===== src/rtl/gpio_ctrl.sv =====
// Register-mapped GPIO controller: per-bit direction, atomic set/clear/toggle,
// synchronised inputs and per-bit edge interrupts with selectable polarity.
module gpio_ctrl #(
  parameter int WIDTH       = 8,
  parameter int SYNC_STAGES = 2
) (
  input  logic             clk,
  input  logic             rst_n,
  input  logic             we,
  input  logic [3:0]       addr,
  input  logic [WIDTH-1:0] wdata,
  output logic [WIDTH-1:0] rdata,
  input  logic [WIDTH-1:0] gpio_in,
  output logic [WIDTH-1:0] gpio_out,
  output logic [WIDTH-1:0] gpio_oe,
  output logic             irq
);

  localparam logic [3:0] A_OUT      = 4'd0;
  localparam logic [3:0] A_OUT_SET  = 4'd1;
  localparam logic [3:0] A_OUT_CLR  = 4'd2;
  localparam logic [3:0] A_OUT_TGL  = 4'd3;
  localparam logic [3:0] A_DIR      = 4'd4;
  localparam logic [3:0] A_IN       = 4'd5;
  localparam logic [3:0] A_IRQ_EN   = 4'd6;
  localparam logic [3:0] A_IRQ_STAT = 4'd7;
  localparam logic [3:0] A_IRQ_EDGE = 4'd8;

  logic [WIDTH-1:0] out_reg, out_next;
  logic [WIDTH-1:0] dir_reg, dir_next;
  logic [WIDTH-1:0] en_reg, en_next;
  logic [WIDTH-1:0] stat_reg, stat_next;
  logic [WIDTH-1:0] edge_reg, edge_next;
  logic [WIDTH-1:0] in_prev_reg;
  logic [WIDTH-1:0] sync_reg [SYNC_STAGES];
  logic [WIDTH-1:0] in_sync;
  logic [WIDTH-1:0] ev;
  logic [WIDTH-1:0] clr;
  logic             irq_reg, irq_next;

  assign in_sync = sync_reg[SYNC_STAGES-1];

  always_ff @(posedge clk or negedge rst_n) begin
    if (!rst_n) begin
      for (int s = 0; s < SYNC_STAGES; s++) sync_reg[s] <= '0;
      in_prev_reg <= '0;
    end else begin
      sync_reg[0] <= gpio_in;
      for (int s = 1; s < SYNC_STAGES; s++) sync_reg[s] <= sync_reg[s-1];
      in_prev_reg <= in_sync;
    end
  end

  // Polarity is applied at detection time, so a pending edge uses the current IRQ_EDGE.
  genvar gi;
  generate
    for (gi = 0; gi < WIDTH; gi++) begin : g_edge
      assign ev[gi] = edge_reg[gi] ? (~in_sync[gi] & in_prev_reg[gi])
                                   : (in_sync[gi] & ~in_prev_reg[gi]);
    end
  endgenerate

  always_comb begin
    out_next  = out_reg;
    dir_next  = dir_reg;
    en_next   = en_reg;
    edge_next = edge_reg;
    clr       = '0;
    if (we) begin
      case (addr)
        A_OUT:      out_next  = wdata;
        A_OUT_SET:  out_next  = out_reg | wdata;
        A_OUT_CLR:  out_next  = out_reg & ~wdata;
        A_OUT_TGL:  out_next  = out_reg ^ wdata;
        A_DIR:      dir_next  = wdata;
        A_IRQ_EN:   en_next   = wdata;
        A_IRQ_STAT: clr       = wdata;
        A_IRQ_EDGE: edge_next = wdata;
        default:    ;
      endcase
    end
    // A fresh event outranks a simultaneous write-1-to-clear.
    stat_next = (stat_reg & ~clr) | ev;
    irq_next  = |(stat_reg & en_reg);
  end

  always_ff @(posedge clk or negedge rst_n) begin
    if (!rst_n) begin
      out_reg  <= '0;
      dir_reg  <= '0;
      en_reg   <= '0;
      stat_reg <= '0;
      edge_reg <= '0;
      irq_reg  <= 1'b0;
    end else begin
      out_reg  <= out_next;
      dir_reg  <= dir_next;
      en_reg   <= en_next;
      stat_reg <= stat_next;
      edge_reg <= edge_next;
      irq_reg  <= irq_next;
    end
  end

  always_comb begin
    rdata = '0;
    case (addr)
      A_OUT:      rdata = out_reg;
      A_DIR:      rdata = dir_reg;
      A_IN:       rdata = in_sync;
      A_IRQ_EN:   rdata = en_reg;
      A_IRQ_STAT: rdata = stat_reg;
      A_IRQ_EDGE: rdata = edge_reg;
      default:    rdata = '0;
    endcase
  end

  assign gpio_out = out_reg;
  assign gpio_oe  = dir_reg;
  assign irq      = irq_reg;

endmodule


===== config.mk =====
export PLATFORM = sky130hd
export DESIGN_NAME = gpio_ctrl
export DESIGN_NICKNAME = d
export VERILOG_FILES = /design/src/rtl/gpio_ctrl.sv
export SDC_FILE = /design/constraint.sdc
export NUM_CORES = 1
export LEC_CHECK = 0
export ABC_AREA = 0
export ABC_CLOCK_PERIOD_IN_PS = 1800
export BUFFER_PORTS_ARGS = -buffer_cell sky130_fd_sc_hd__buf_2
export CAP_MARGIN = 20
export CELL_PAD_IN_SITES_DETAIL_PLACEMENT = 1
export CELL_PAD_IN_SITES_GLOBAL_PLACEMENT = 2
export CORE_MARGIN = 5
export CORE_UTILIZATION = 37
export DETAILED_ROUTE_END_ITERATION = 8
export PLACE_DENSITY = 0.79
export SLEW_MARGIN = 20
export SYNTH_ARGS = -nofsm -noshare
export SYNTH_HDL_FRONTEND = slang
export SYNTH_SLANG_ARGS = --single-unit

===== constraint.sdc =====
create_clock -name clk -period 1.8 [get_ports clk]
set_clock_uncertainty 0.15 [all_clocks]
set_input_delay 0.18 -clock clk [delete_from_list [all_inputs] [get_ports clk]]
set_output_delay 0.18 -clock clk [all_outputs]
set_load 0.005 [all_outputs]

# Yosys cells after proc, flatten, opt, wreduce, memory -nomap -nowiden
# Index checks and enable logic that the tools add are counted.
[classes]
mux = 12
bitwise_logic = 40
eq_ne = 8
n_reduce_logical = 7
[op_table]
columns = ["operator", "n"]
rows = [
  ["8-bit case mux with 6 select lines", 1],
  ["8-bit case mux with 4 select lines", 1],
  ["8-bit AND", 3],
  ["1-bit AND", 16],
  ["4-bit by 3-bit == test with 1-bit output (second input constant)", 4],
  ["8-bit 2-to-1 mux", 2],
  ["1-bit inverter", 16],
  ["8-bit inverter", 2],
  ["8-bit OR", 2],
  ["4-bit by 2-bit == test with 1-bit output (second input constant)", 2],
  ["1-bit 2-to-1 mux", 8],
  ["2-bit AND reduction", 4],
  ["8-bit OR reduction", 1],
  ["8-bit bitwise XOR", 1],
  ["4-bit by 1-bit == test with 1-bit output (second input constant)", 1],
  ["4-bit == test (second input constant)", 1],
  ["4-bit logical NOT", 1],
  ["4-bit nonzero test", 1],
]
[word_totals]
out_inout_bits = 25
wordCells = 76
in_bits = 23
reg_bits = 65

# Depth between registers and ports, before layout
[depth]
word_depth = 6
depth_mapped = 6
mapped_depth_nobuf = 6

# Worst setup path before layout
# No wires, ideal clock.
[synth_timing]
path_kind = "input to register"
start = "input addr[0]"
end = "register dir_reg[0], in the netlist gpio_oe[0]"
required_time_ns = 1.525
setup_time_ns = 0.125
path_stages = 5
n_path_buf = 2
arrival_time_ns = 1.356
path_slack_ns = 0.169
cell_sequence = "buf_6 -> or2_4 -> buf_2 -> nor2_2 -> mux2_2"
[synth_via]
elab_chain_cells = 2
[synth_lines]
columns = ["element", "line", "text"]
rows = [
  ["from (decl)", "10", "input logic [3:0] addr,"],
  ["4-bit by 3-bit == test with 1-bit output", "70", "case (addr)"],
  ["2-bit AND reduction (no source line)", "--", ""],
  ["to (signal assigned)", "97", "dir_reg <= dir_next;"],
  ["to (decl)", "30", "logic [WIDTH-1:0] dir_reg, dir_next;"],
]
# Every way passes these cells.
# A chain may end at the register's enable or synchronous reset.

# Final worst setup path
[layout_timing]
start = "register out_reg[0], in the netlist gpio_out[0]"
end = "output rdata[0]"
[layout_via]
elab_chain_cells = 1
[layout_lines]
columns = ["element", "line", "text"]
rows = [
  ["from (decl)", "29", "logic [WIDTH-1:0] out_reg, out_next;"],
  ["from (signal assigned)", "96", "out_reg <= out_next;"],
  ["8-bit case mux with 6 select lines", "107", "case (addr)"],
  ["to (decl)", "12", "output logic [WIDTH-1:0] rdata,"],
]
# Every way passes these cells.

==> metrics.cfg <==
[global_routing]
antenna_found_initial=0
grt_usage=0.1966
grt_pass1_wl_mm=15.49
grt_max_degree=66
grt_pass1_vias=2807
grt.overflow.total=0

[timing]
max-slew-margin-rel=0.7600
setup_viol=2
finalHoldViolCount=0
slew_viol_final=0
tightest_slew_ns=0.3599
min_period_ns=1.863
fin_ws_ns=-0.06279
max_freq_ghz=0.5368
hold_ws_ns=0.02669
rsz0062_at_grt=yes
finalCritPeriodShare=1.035

[critical_path]
worstReg2RegStart=gpio_out[1]
cpMaxStageDelayCell=dfrtp_1
critPathMaxFanout=2
required_ns=1.47
crit_family=simple AND/OR/NAND/NOR gates
startpoint_type=register
cp-startpoint=gpio_out[0]
endpoint_kind=output port
critPathMaxStageDelay_ns=0.38
worstSetupPathType=reg -> out
critical_path_arrival_ns=1.53
worst-path-buf-inv=2
crit_chain=inv_2, o31a_1, or3_1, nand3_1, buf_2

[floorplan]
dieHeight_um=102.9
dieArea_mm2=0.01060
pin_count=48
start_util=0.3737
row_count=34
coreArea_mm2=0.008551
die_x_um=102.9

[synthesis]
synth_cell_types=44
synthCells=293
synth_warnings=0
post_synth.cell_area_avg_um2=10.91
yosysSeqAreaShare=0.5090
synth.cell_area_mm2=0.003196
synth_seq_cells=65
syn-num-nets=332

[flow_run]
max-cap-violations=0

[clock_tree]
htree_levels=3
cts_buffers=9
cts_sinks=65
cts_tree=done
path_clk_slew_ns=0.08
clock_latency_ns=0.34
cts-root-buf=clkbuf_8
ctsLongestPathBuffers=2

[finish]
layout_common_cells=dfrtp_1, buf_2, buf_4
seq_area_mm2=0.001627
mostFrequentLayoutCell=dfrtp_1
drive_gt1_frac=0.3523
syn2layout_area_growth_pct=27.25
fillers=952
nNetsFinal=421
multi_input_area_mm2=0.001453
n_antenna_cell=0
utilization=0.4756

[drt]
vias=2647
final_antenna_net_count=0
viasPerCell=5.358
initialDrtViolationCount=109
drc=0
first_pass_iters=4
wl_per_cell_um=19.48
finalWirelength_mm=9.622

[power]
p_leak_uw=0.001887
ir_drop_v=0.0004015
total_power_uw=3763
cellPowerDensity_mw_per_mm2=925.4

[status]
failed_checks=negative setup slack
status=complete, but fails checks

[placement]
place.gp.congestion=0.7832
hpwl_mm=6.820
port_buffers=47

[hold_path]
hp-start=wdata[2]
hold_path_class=in -> reg

## layer usage
metal  track usage  wire length (um)
met1        0.2704              4393
met2        0.3167              4715
met3       0.03789               347
met4       0.05578               165
met5             0                 0
## power breakdown
part	internal [uW]	switching (uW)	total (uW)	leakage (uW)
registers	1660	194	1850	0.000754
clock network	484	584	1070	0.0000846
logic	452	390	842	0.00105
## kinds of logic after synthesis
family,share of synthesized area
simple gates,0.1245
buf+inv,0.04268
fa+ha+maj,0.06265
compound gates,0.1531
mux,0.1081
flops,0.5090
## final timing paths
check                              endpoint  slack [ns]  cells past startpoint
worst min register to register   in_sync[1]        0.20                      0
min in group asynchronous        gpio_oe[2]        0.23                      3
worst max-delay path               rdata[0]       -0.06                      5
max in group asynchronous        gpio_oe[1]        0.96                      3
worst max register to register  gpio_out[1]        0.26                      4
worst min-delay path              en_reg[2]        0.03                      2
## stage by stage
step,instance area [um2],cells,setup TNS (ns),setup slack (ns)
2_1_floorplan,3196,293,0,0.1691
3_3_place_gp,3691,456,0,0.08028
3_5_place_dp,3691,456,0,0.09691
4_1_cts,4001,487,-0.09638,-0.07802
5_1_grt,4066,494,-0.3831,-0.09412
6_report,4066,494,-0.08179,-0.06279
## final cells by class
class / count / area share
timing repair buffer: 92 / 0.1526
clock buffer: 9 / 0.03046
inverter: 19 / 0.01754
multi-input combinational: 195 / 0.3572
sequential: 65 / 0.4000
tap: 108 / 0.03323
clock inverter: 6 / 0.008923
## cell usage after synthesis
library cell / number / area share
nor4bb_1: 2 / 0.0063
dfrtp_1: 65 / 0.51
o21ai_0: 7 / 0.011
o31ai_1: 7 / 0.016
nand2b_1: 1 / 0.0020
nor3_1: 1 / 0.0016
and3_1: 1 / 0.0020
a21oi_1: 9 / 0.014
nor4_1: 1 / 0.0020
nand3b_1: 3 / 0.0070
and2_1: 3 / 0.0059
a21o_1: 1 / 0.0024
a221o_1: 8 / 0.025
a32oi_1: 5 / 0.014
o221ai_1: 1 / 0.0027
nand3_1: 3 / 0.0047
nor2_2: 2 / 0.0039
clkbuf_1: 8 / 0.0094
nor3b_1: 1 / 0.0024
nor2_1: 28 / 0.033
a22oi_1: 11 / 0.026
a211oi_1: 3 / 0.0070
or3_1: 1 / 0.0020
inv_1: 19 / 0.022
o31a_1: 1 / 0.0027
mux2_2: 28 / 0.099
buf_2: 4 / 0.0063
a31oi_1: 2 / 0.0039
a22o_1: 1 / 0.0027
a221oi_1: 4 / 0.011
nor2b_1: 1 / 0.0020
nand2_1: 29 / 0.034
nand4_1: 1 / 0.0020
o22ai_1: 1 / 0.0020
or2_4: 1 / 0.0027
o211ai_1: 3 / 0.0070
nor3b_4: 1 / 0.0059
a311oi_1: 2 / 0.0055
buf_1: 1 / 0.0012
or2_2: 1 / 0.0020
nand2_4: 1 / 0.0035
buf_6: 1 / 0.0035
mux2i_1: 3 / 0.0094
ha_1: 16 / 0.063
## what timing repair did
action                     in CTS  in global routing
setup endpoints to repair       7                  8
hold endpoints to repair       73                  0
pin swaps                       8                  7
setup buffers                   7                  7
hold buffers                    9                  0
resized for setup               4                  6
Note: power is estimated with default switching activity, not from simulation.
